$ cat config.mk
export PLATFORM = sky130hd
export DESIGN_NAME = thread_regfile
export DESIGN_NICKNAME = d
export VERILOG_FILES = /design/src/rtl/thread_regfile_pkg.sv /design/src/rtl/thread_regfile_wb_mux.sv /design/src/rtl/thread_regfile.sv
export SDC_FILE = /design/constraint.sdc
export NUM_CORES = 1
export LEC_CHECK = 0
export BUFFER_PORTS_ARGS = -buffer_cell sky130_fd_sc_hd__clkbuf_2
export CORE_MARGIN = 4
export CORE_UTILIZATION = 50
export CTS_CLUSTER_SIZE = 10
export DETAILED_ROUTE_END_ITERATION = 8
export PLACE_DENSITY_LB_ADDON = 0.3
export SKIP_CTS_REPAIR_TIMING = 1
export SLEW_MARGIN = 30
export SYNTH_ARGS = -nofsm -noshare
export SYNTH_HDL_FRONTEND = slang
export SYNTH_SLANG_ARGS = --single-unit
$ cat constraint.sdc
create_clock -name clk -period 5.9 [get_ports clk]
set_clock_uncertainty 0.05 [all_clocks]
set_input_delay 1.18 -clock clk [delete_from_list [all_inputs] [get_ports clk]]
set_output_delay 1.18 -clock clk [all_outputs]
set_load 0.02 [all_outputs]
$ cat src/rtl/thread_regfile_pkg.sv
// Shared encodings and constants for the per-thread register file:
// core FSM states, write-back source codes and the read-only context register indices.
package thread_regfile_pkg;

  localparam int unsigned DATA_W   = 8;
  localparam int unsigned ADDR_W   = 4;
  localparam int unsigned NUM_REGS = 16;
  localparam int unsigned STATE_W  = 3;
  localparam int unsigned MUX_W    = 2;

  typedef enum logic [STATE_W-1:0] {
    CORE_IDLE    = 3'b000,
    CORE_FETCH   = 3'b001,
    CORE_DECODE  = 3'b010,
    CORE_REQUEST = 3'b011,
    CORE_WAIT    = 3'b100,
    CORE_EXECUTE = 3'b101,
    CORE_UPDATE  = 3'b110,
    CORE_DONE    = 3'b111
  } core_state_e;

  typedef enum logic [MUX_W-1:0] {
    RF_SRC_ALU  = 2'b00,
    RF_SRC_LSU  = 2'b01,
    RF_SRC_IMM  = 2'b10,
    RF_SRC_RSVD = 2'b11
  } rf_src_e;

  localparam logic [ADDR_W-1:0] RF_BLOCK_IDX  = 4'd13;
  localparam logic [ADDR_W-1:0] RF_BLOCK_DIM  = 4'd14;
  localparam logic [ADDR_W-1:0] RF_THREAD_IDX = 4'd15;

endpackage

$ cat src/rtl/thread_regfile_wb_mux.sv
// Combinational write-back data select; wb_valid_c is low for the reserved source code.
module regfile_wb_mux
  import thread_regfile_pkg::*;
(
  input  logic [MUX_W-1:0]  sel,
  input  logic [DATA_W-1:0] alu_out,
  input  logic [DATA_W-1:0] lsu_out,
  input  logic [DATA_W-1:0] immediate,
  output logic [DATA_W-1:0] wb_data_c,
  output logic              wb_valid_c
);

  always_comb begin
    wb_data_c  = '0;
    wb_valid_c = 1'b0;
    case (rf_src_e'(sel))
      RF_SRC_ALU: begin
        wb_data_c  = alu_out;
        wb_valid_c = 1'b1;
      end
      RF_SRC_LSU: begin
        wb_data_c  = lsu_out;
        wb_valid_c = 1'b1;
      end
      RF_SRC_IMM: begin
        wb_data_c  = immediate;
        wb_valid_c = 1'b1;
      end
      default: begin
        wb_data_c  = '0;
        wb_valid_c = 1'b0;
      end
    endcase
  end

endmodule

$ cat src/rtl/thread_regfile.sv
// Per-thread 16x8 register file: R0-R12 general purpose, R13-R15 read-only thread context.
// Optional feature: define REGFILE_R0_ZERO_EN to hard-wire R0 to zero.
module thread_regfile
  import thread_regfile_pkg::*;
#(
  parameter logic [DATA_W-1:0] THREADS_PER_BLOCK = 8'd4,
  parameter logic [DATA_W-1:0] THREAD_ID         = 8'd0
) (
  input  logic                clk,
  input  logic                reset,
  input  logic                enable,
  input  logic [STATE_W-1:0]  core_state,
  input  logic [DATA_W-1:0]   block_id,
  input  logic [ADDR_W-1:0]   rs_addr,
  input  logic [ADDR_W-1:0]   rt_addr,
  input  logic [ADDR_W-1:0]   rd_addr,
  input  logic                reg_write_en,
  input  logic [MUX_W-1:0]    reg_input_mux,
  input  logic [DATA_W-1:0]   alu_out,
  input  logic [DATA_W-1:0]   lsu_out,
  input  logic [DATA_W-1:0]   immediate,
  output logic [DATA_W-1:0]   rs,
  output logic [DATA_W-1:0]   rt
);

  logic [DATA_W-1:0] regs [NUM_REGS];
  logic [DATA_W-1:0] wb_data_c;
  logic              wb_valid_c;
  logic [DATA_W-1:0] rs_rd_c;
  logic [DATA_W-1:0] rt_rd_c;
  logic              rd_writable_c;
  logic              wr_fire_c;
  logic              rd_fire_c;

  regfile_wb_mux u_wb_mux (
    .sel        (reg_input_mux),
    .alu_out    (alu_out),
    .lsu_out    (lsu_out),
    .immediate  (immediate),
    .wb_data_c  (wb_data_c),
    .wb_valid_c (wb_valid_c)
  );

  // Context registers (R13 and up) are never targets of an instruction write.
  always_comb begin
    rd_writable_c = (rd_addr < RF_BLOCK_IDX);
`ifdef REGFILE_R0_ZERO_EN
    if (rd_addr == '0) rd_writable_c = 1'b0;
`endif
  end

  always_comb begin
    rs_rd_c = regs[rs_addr];
    rt_rd_c = regs[rt_addr];
`ifdef REGFILE_R0_ZERO_EN
    if (rs_addr == '0) rs_rd_c = '0;
    if (rt_addr == '0) rt_rd_c = '0;
`endif
  end

  assign rd_fire_c = enable && (core_state == CORE_REQUEST);
  assign wr_fire_c = enable && (core_state == CORE_UPDATE) && reg_write_en
                     && wb_valid_c && rd_writable_c;

  always_ff @(posedge clk) begin
    if (reset) begin
      regs                <= '{default: '0};
      regs[RF_BLOCK_DIM]  <= THREADS_PER_BLOCK;
      regs[RF_THREAD_IDX] <= THREAD_ID;
      rs                  <= '0;
      rt                  <= '0;
    end else if (enable) begin
      regs[RF_BLOCK_IDX] <= block_id;
      if (rd_fire_c) begin
        rs <= rs_rd_c;
        rt <= rt_rd_c;
      end
      if (wr_fire_c) regs[rd_addr] <= wb_data_c;
    end
  end

endmodule
## Word-level counts from Yosys, hierarchy flattened

Index checks and enable logic that the tools add are counted.
W data, S select, Z words.

- Input port bits: 53
- Output and inout bits: 16
- Bits in registers: 144
- Logic and storage cells: 52

- Mux-type cells: 12
- Equal/unequal tests: 4
- Reductions and logical operators: 10
- Magnitude comparators: 5
- Bitwise operators: 3

Operator list:

| operator | count |
|---|---|
| $bwmux W128 | 1 |
| $bmux W8 S4 | 2 |
| $mux W8 | 5 |
| $demux W8 S4 | 1 |
| $mux W24 | 1 |
| $pmux W8 S3 | 1 |
| $ge A5 B5 Y1 const B | 3 |
| $not A4 Y5 | 3 |
| $logic_and A1 B1 Y1 | 6 |
| $lt A5 B1 Y1 const B | 1 |
| $lt A4 B4 Y1 const B | 1 |
| $reduce_and A2 Y1 | 2 |
| $eq A3 B2 Y1 const B | 1 |
| $eq A3 B3 Y1 const B | 1 |
| $reduce_or A3 Y1 | 1 |
| $eq A2 B1 Y1 const B | 1 |
| $eq A2 B2 Y1 const B | 1 |
| $logic_not A2 Y1 | 1 |
| $mux W1 | 1 |

## Logic depth before layout (Yosys ltp)

- Depth in word-level cells: 7
- Mapped depth: 7
- Depth with buffers taken out: 4

## By module

A second synthesis with hierarchy kept.

- Cells, all modules: 652
- Area total of the unflattened synthesis: 7354.6 µm²

Modules (own cells, without submodules):

| module | instances | cells each | area each (µm²) |
|---|---|---|---|
| thread_regfile | 1 | 631 | 7149.4 |
| regfile_wb_mux | 1 | 21 | 205.2 |

## Least setup slack after synthesis

OpenSTA, ideal clock, no wires.

- Kind: input port to flip-flop
- Start: input port rt_addr[0]
- End: register rt[6]
- Path buffers: 3
- Stages: 6
- Required time: 5725 ps
- Setup time: 125 ps
- Arrival time: 2645 ps
- Slack: 3080 ps
- Path through: buf_2 > buf_4 > buf_2 > mux4_2 > mux2i_1 > o21ai_0

- Longest elaborated chain between the ends: 4

RTL lines:

| element | RTL line | RTL |
|---|---|---|
| from (decl) | thread_regfile.sv:15 | `input logic [ADDR_W-1:0] rt_addr,` |
| $not A4 Y5 (implied by the code) | thread_regfile.sv:54 | `rt_rd_c = regs[rt_addr];` |
| $bmux W8 S4 | thread_regfile.sv:54 |  |
| $mux W8 (implied by the code) (2 in a row) | thread_regfile.sv:54 |  |
| to (signal assigned) | thread_regfile.sv:76 | `rt <= rt_rd_c;` |
| to (decl) | thread_regfile.sv:23 | `output logic [DATA_W-1:0] rt` |

Every way passes these cells. The select of a mux whose other input is x is not followed.
A chain may end at the register's enable or synchronous reset.

## Worst setup path after layout

- Start: input port enable
- End: register regs[79] (netlist bit)

- Longest elaborated chain between the ends: 5

RTL lines:

| element | RTL line | RTL |
|---|---|---|
| from (decl) | thread_regfile.sv:11 | `input logic enable,` |
| $logic_and A1 B1 Y1 (2 in a row) | thread_regfile.sv:62 | `assign wr_fire_c = enable && (core_state == CORE_UPDATE) && reg_write_en` |
| $logic_and A1 B1 Y1 (2 in a row) | thread_regfile.sv:63 | `&& wb_valid_c && rd_writable_c;` |
| $reduce_and A2 Y1 (no line) (*) | -- |  |
| to (signal, indexed assignment) | thread_regfile.sv:73 | `regs[RF_BLOCK_IDX] <= block_id;` |
| to (signal, indexed assignment) | thread_regfile.sv:78 | `if (wr_fire_c) regs[rd_addr] <= wb_data_c;` |
| to (decl) | thread_regfile.sv:26 | `logic [DATA_W-1:0] regs [NUM_REGS];` |

Every way passes the cells marked *; elsewhere a longest branch is shown, timed or not.

==> results.md <==
- critical path required time: 6.18 ns
- Filler Cells Inserted: 1,182
- clock root buffer: clkbuf_16
- drt first-iter violations: 622
- startpoint-to-endpoint class of the critical path: input pin to flop
- area share of the leading cell type in the synthesized netlist: 0.394
- Top Ports: 69
- top metal layer carrying routed signals: met4
- setup violation total in the final timing report: 0
- combined buffer and inverter count along the critical path: 1
- Finished Layout Cells: 901
- synthesized area per cell: 10.9 sq um
- Max Clk Rate: 338 MHz
- Pwr per Cell Area: 267 nW/um^2
- global-route usage over all layers: 0.257
- cell-by-cell trace of the critical path: clkbuf_2, nand4_4, nor4_4, nor2_1, a211oi_1
- cell type contributing the most total cell area after synthesis: dfxtp_1
- slowest cell on the critical path: nor4_4
- Num Clock Sinks: 144
- TritonCTS clock tree: done
- FFs w/ async S/R, synth: 0
- worst vdd rail ir drop: 0.215 mV
- type of the most critical hold path: flop to flop
- Met2 Wirelength: 9430 microns
- final-report hold violation count: 0
- sequential-to-total area share from yosys stat: 0.394
- setup repair after global routing missed its margin: no
- post-placement setup slack: 2.49 ns
- Placed Instances: 866
- antenna violations before repair: 0
- top area cells in the synthesized netlist: dfxtp_1 39%, mux4_2 15%, mux2i_1 13%
- endpoint class of the critical path: flop
- final antenna diode count: 0
- Routed wire per std cell: 22.7 microns
- dominant synthesized flop cell: dfxtp_1
- worst-case setup margin in the final layout: 2.94 ns
- crit path max fanout: 16
- floorplan die area: 16,600 sq um
- CTS max path bufs: 2
- relative area change from synthesis to final layout: 11.5%
- horizontal die dimension: 129 microns
- combined area of all synthesized cells: 7320 sq um
- Top Family by Delay on Critical Path: simple AND/OR/NAND/NOR gates
- maximum number of pins on one net before global-route repair: 97
- drc violations: 0
- chip height: 129 microns
- total number of vias: 5,687
- total congestion overflow after global routing: 0
- sum of net half-perimeters after detailed placement: 14,400 microns
- count of final max-slew check failures: 0
- routed wire length on met3: 1540 microns
- final wirelength: 20,500 microns
- placer's final routability congestion estimate: 0.911
- number of register bits inferred by synthesis: 144
- setup total negative slack: 0 ns
- effective utilization at floorplan: 0.519
- post-synth cell types: 29
- Final min period: 2.96 ns
- Power Total: 2.18 mW
- area of all placed cells without fillers: 8160 sq um
- synthesized instance count: 671
- period utilisation layout: 0.502
- sort of element at the start of the critical path: input pin
- result of the run: complete, no violations
- vias in the first global route: 5,579
- data arrival time of the critical path: 3.24 ns
- # port buffers: 68
- syn_nets: 724
- # rows: 43
- insertion delay of the later-clocked pin in the worst-skew pair: 0.42 ns
- number of search-and-repair iterations in the first detailed-routing pass: 5
- post-detailed-route via-to-cell ratio: 6.31
- total of max-cap violations: 0
- H-tree level count: 4
- relative slew slack: 0.344
- Post-synth top cells: 144 x dfxtp_1, 125 x nor2_1, 96 x mux2i_1
- actual slew at the worst max-slew pin: 0.984 ns
- Detail Route Antenna Nets: 0
- Floorplan Core Area: 14,100 sq um
- synth warn: 0
- global-route wire length before repair: 32,500 microns
- Worst-path clk slew: 0.06 ns
- R2R setup slack: 4.40 ns
- WL met1: 9100 microns
- Layout Nets: 761
- most common cell in the synthesized netlist: dfxtp_1
- slowest stage delay, CP: 0.95 ns
- total CTS buffers: 17
- worst hold-check slack: 0.424 ns
- Post-synth EDFFs: 0
- DP Area: 7550 sq um
- post-layout utilization of the core: 0.579
- share of cells above drive strength 1: 0.243
- static leakage power: 3.16 nW
metal layers:
layer / vias up / global-route usage
met5: - / 0
met2: 231 / 0.390
li1: 2620 / -
met4: 0 / 0.0760
met1: 2805 / 0.362
met3: 31 / 0.0685
worst paths after layout:
path | depth (start not counted) | start | end
worst max-delay path | 5 | enable | regs[79]
worst min-delay path | 1 | regs[10] | regs[10]
worst max register to register | 4 | regs[66] | rs[2]
worst min register to register | 1 | regs[10] | regs[10]
sequential cells by signal, summed over array words and instances, names as in the netlist:
signal / flops
regs: 128
rs: 8
rt: 8
layout by cell type (no fill, tap or decap), drive strengths merged, types with 16 or more instances in the layout:
master | Yosys | final
nor2b | 21 | 21
o21ai | 16 | 16
a32oi | 16 | 16
nand2b | 20 | 20
nor2 | 125 | 125
clkbuf | 24 | 85
a211oi | 72 | 72
mux4 | 48 | 48
dfxtp | 144 | 144
a22oi | 16 | 16
mux2i | 96 | 96
kinds of logic after synthesis:
logic type,synth area share
AND/OR/NAND/NOR,0.140
AO/OA/AOI/OAI,0.137
buffers and inverters,0.0501
multiplexers,0.279
flip-flops,0.394
worst register-to-register path: cells and delay by family (launching register included):
kind / cells / cell delay [ns]
mux: 1 / 0.48
compound gates: 2 / 0.33
flops: 1 / 0.32
simple gates: 1 / 0.19
where the power goes:
part,internal (mW),switching [mW],leakage [nW]
sequential,0.978,0.00524,1.16
clock,0.587,0.424,0.260
combinational,0.0625,0.123,1.74
total,1.63,0.553,3.16
final cells by class:
class                   count  area (sq um)  area share
multi-input cells         472          4100       0.502
clock buffers              18           439      0.0538
well taps                 180           225      0.0276
repair buffers             73           398      0.0487
clock inverters            14           118      0.0144
flip-flops and latches    144          2880       0.353
Power figures use the tool's default switching activity.
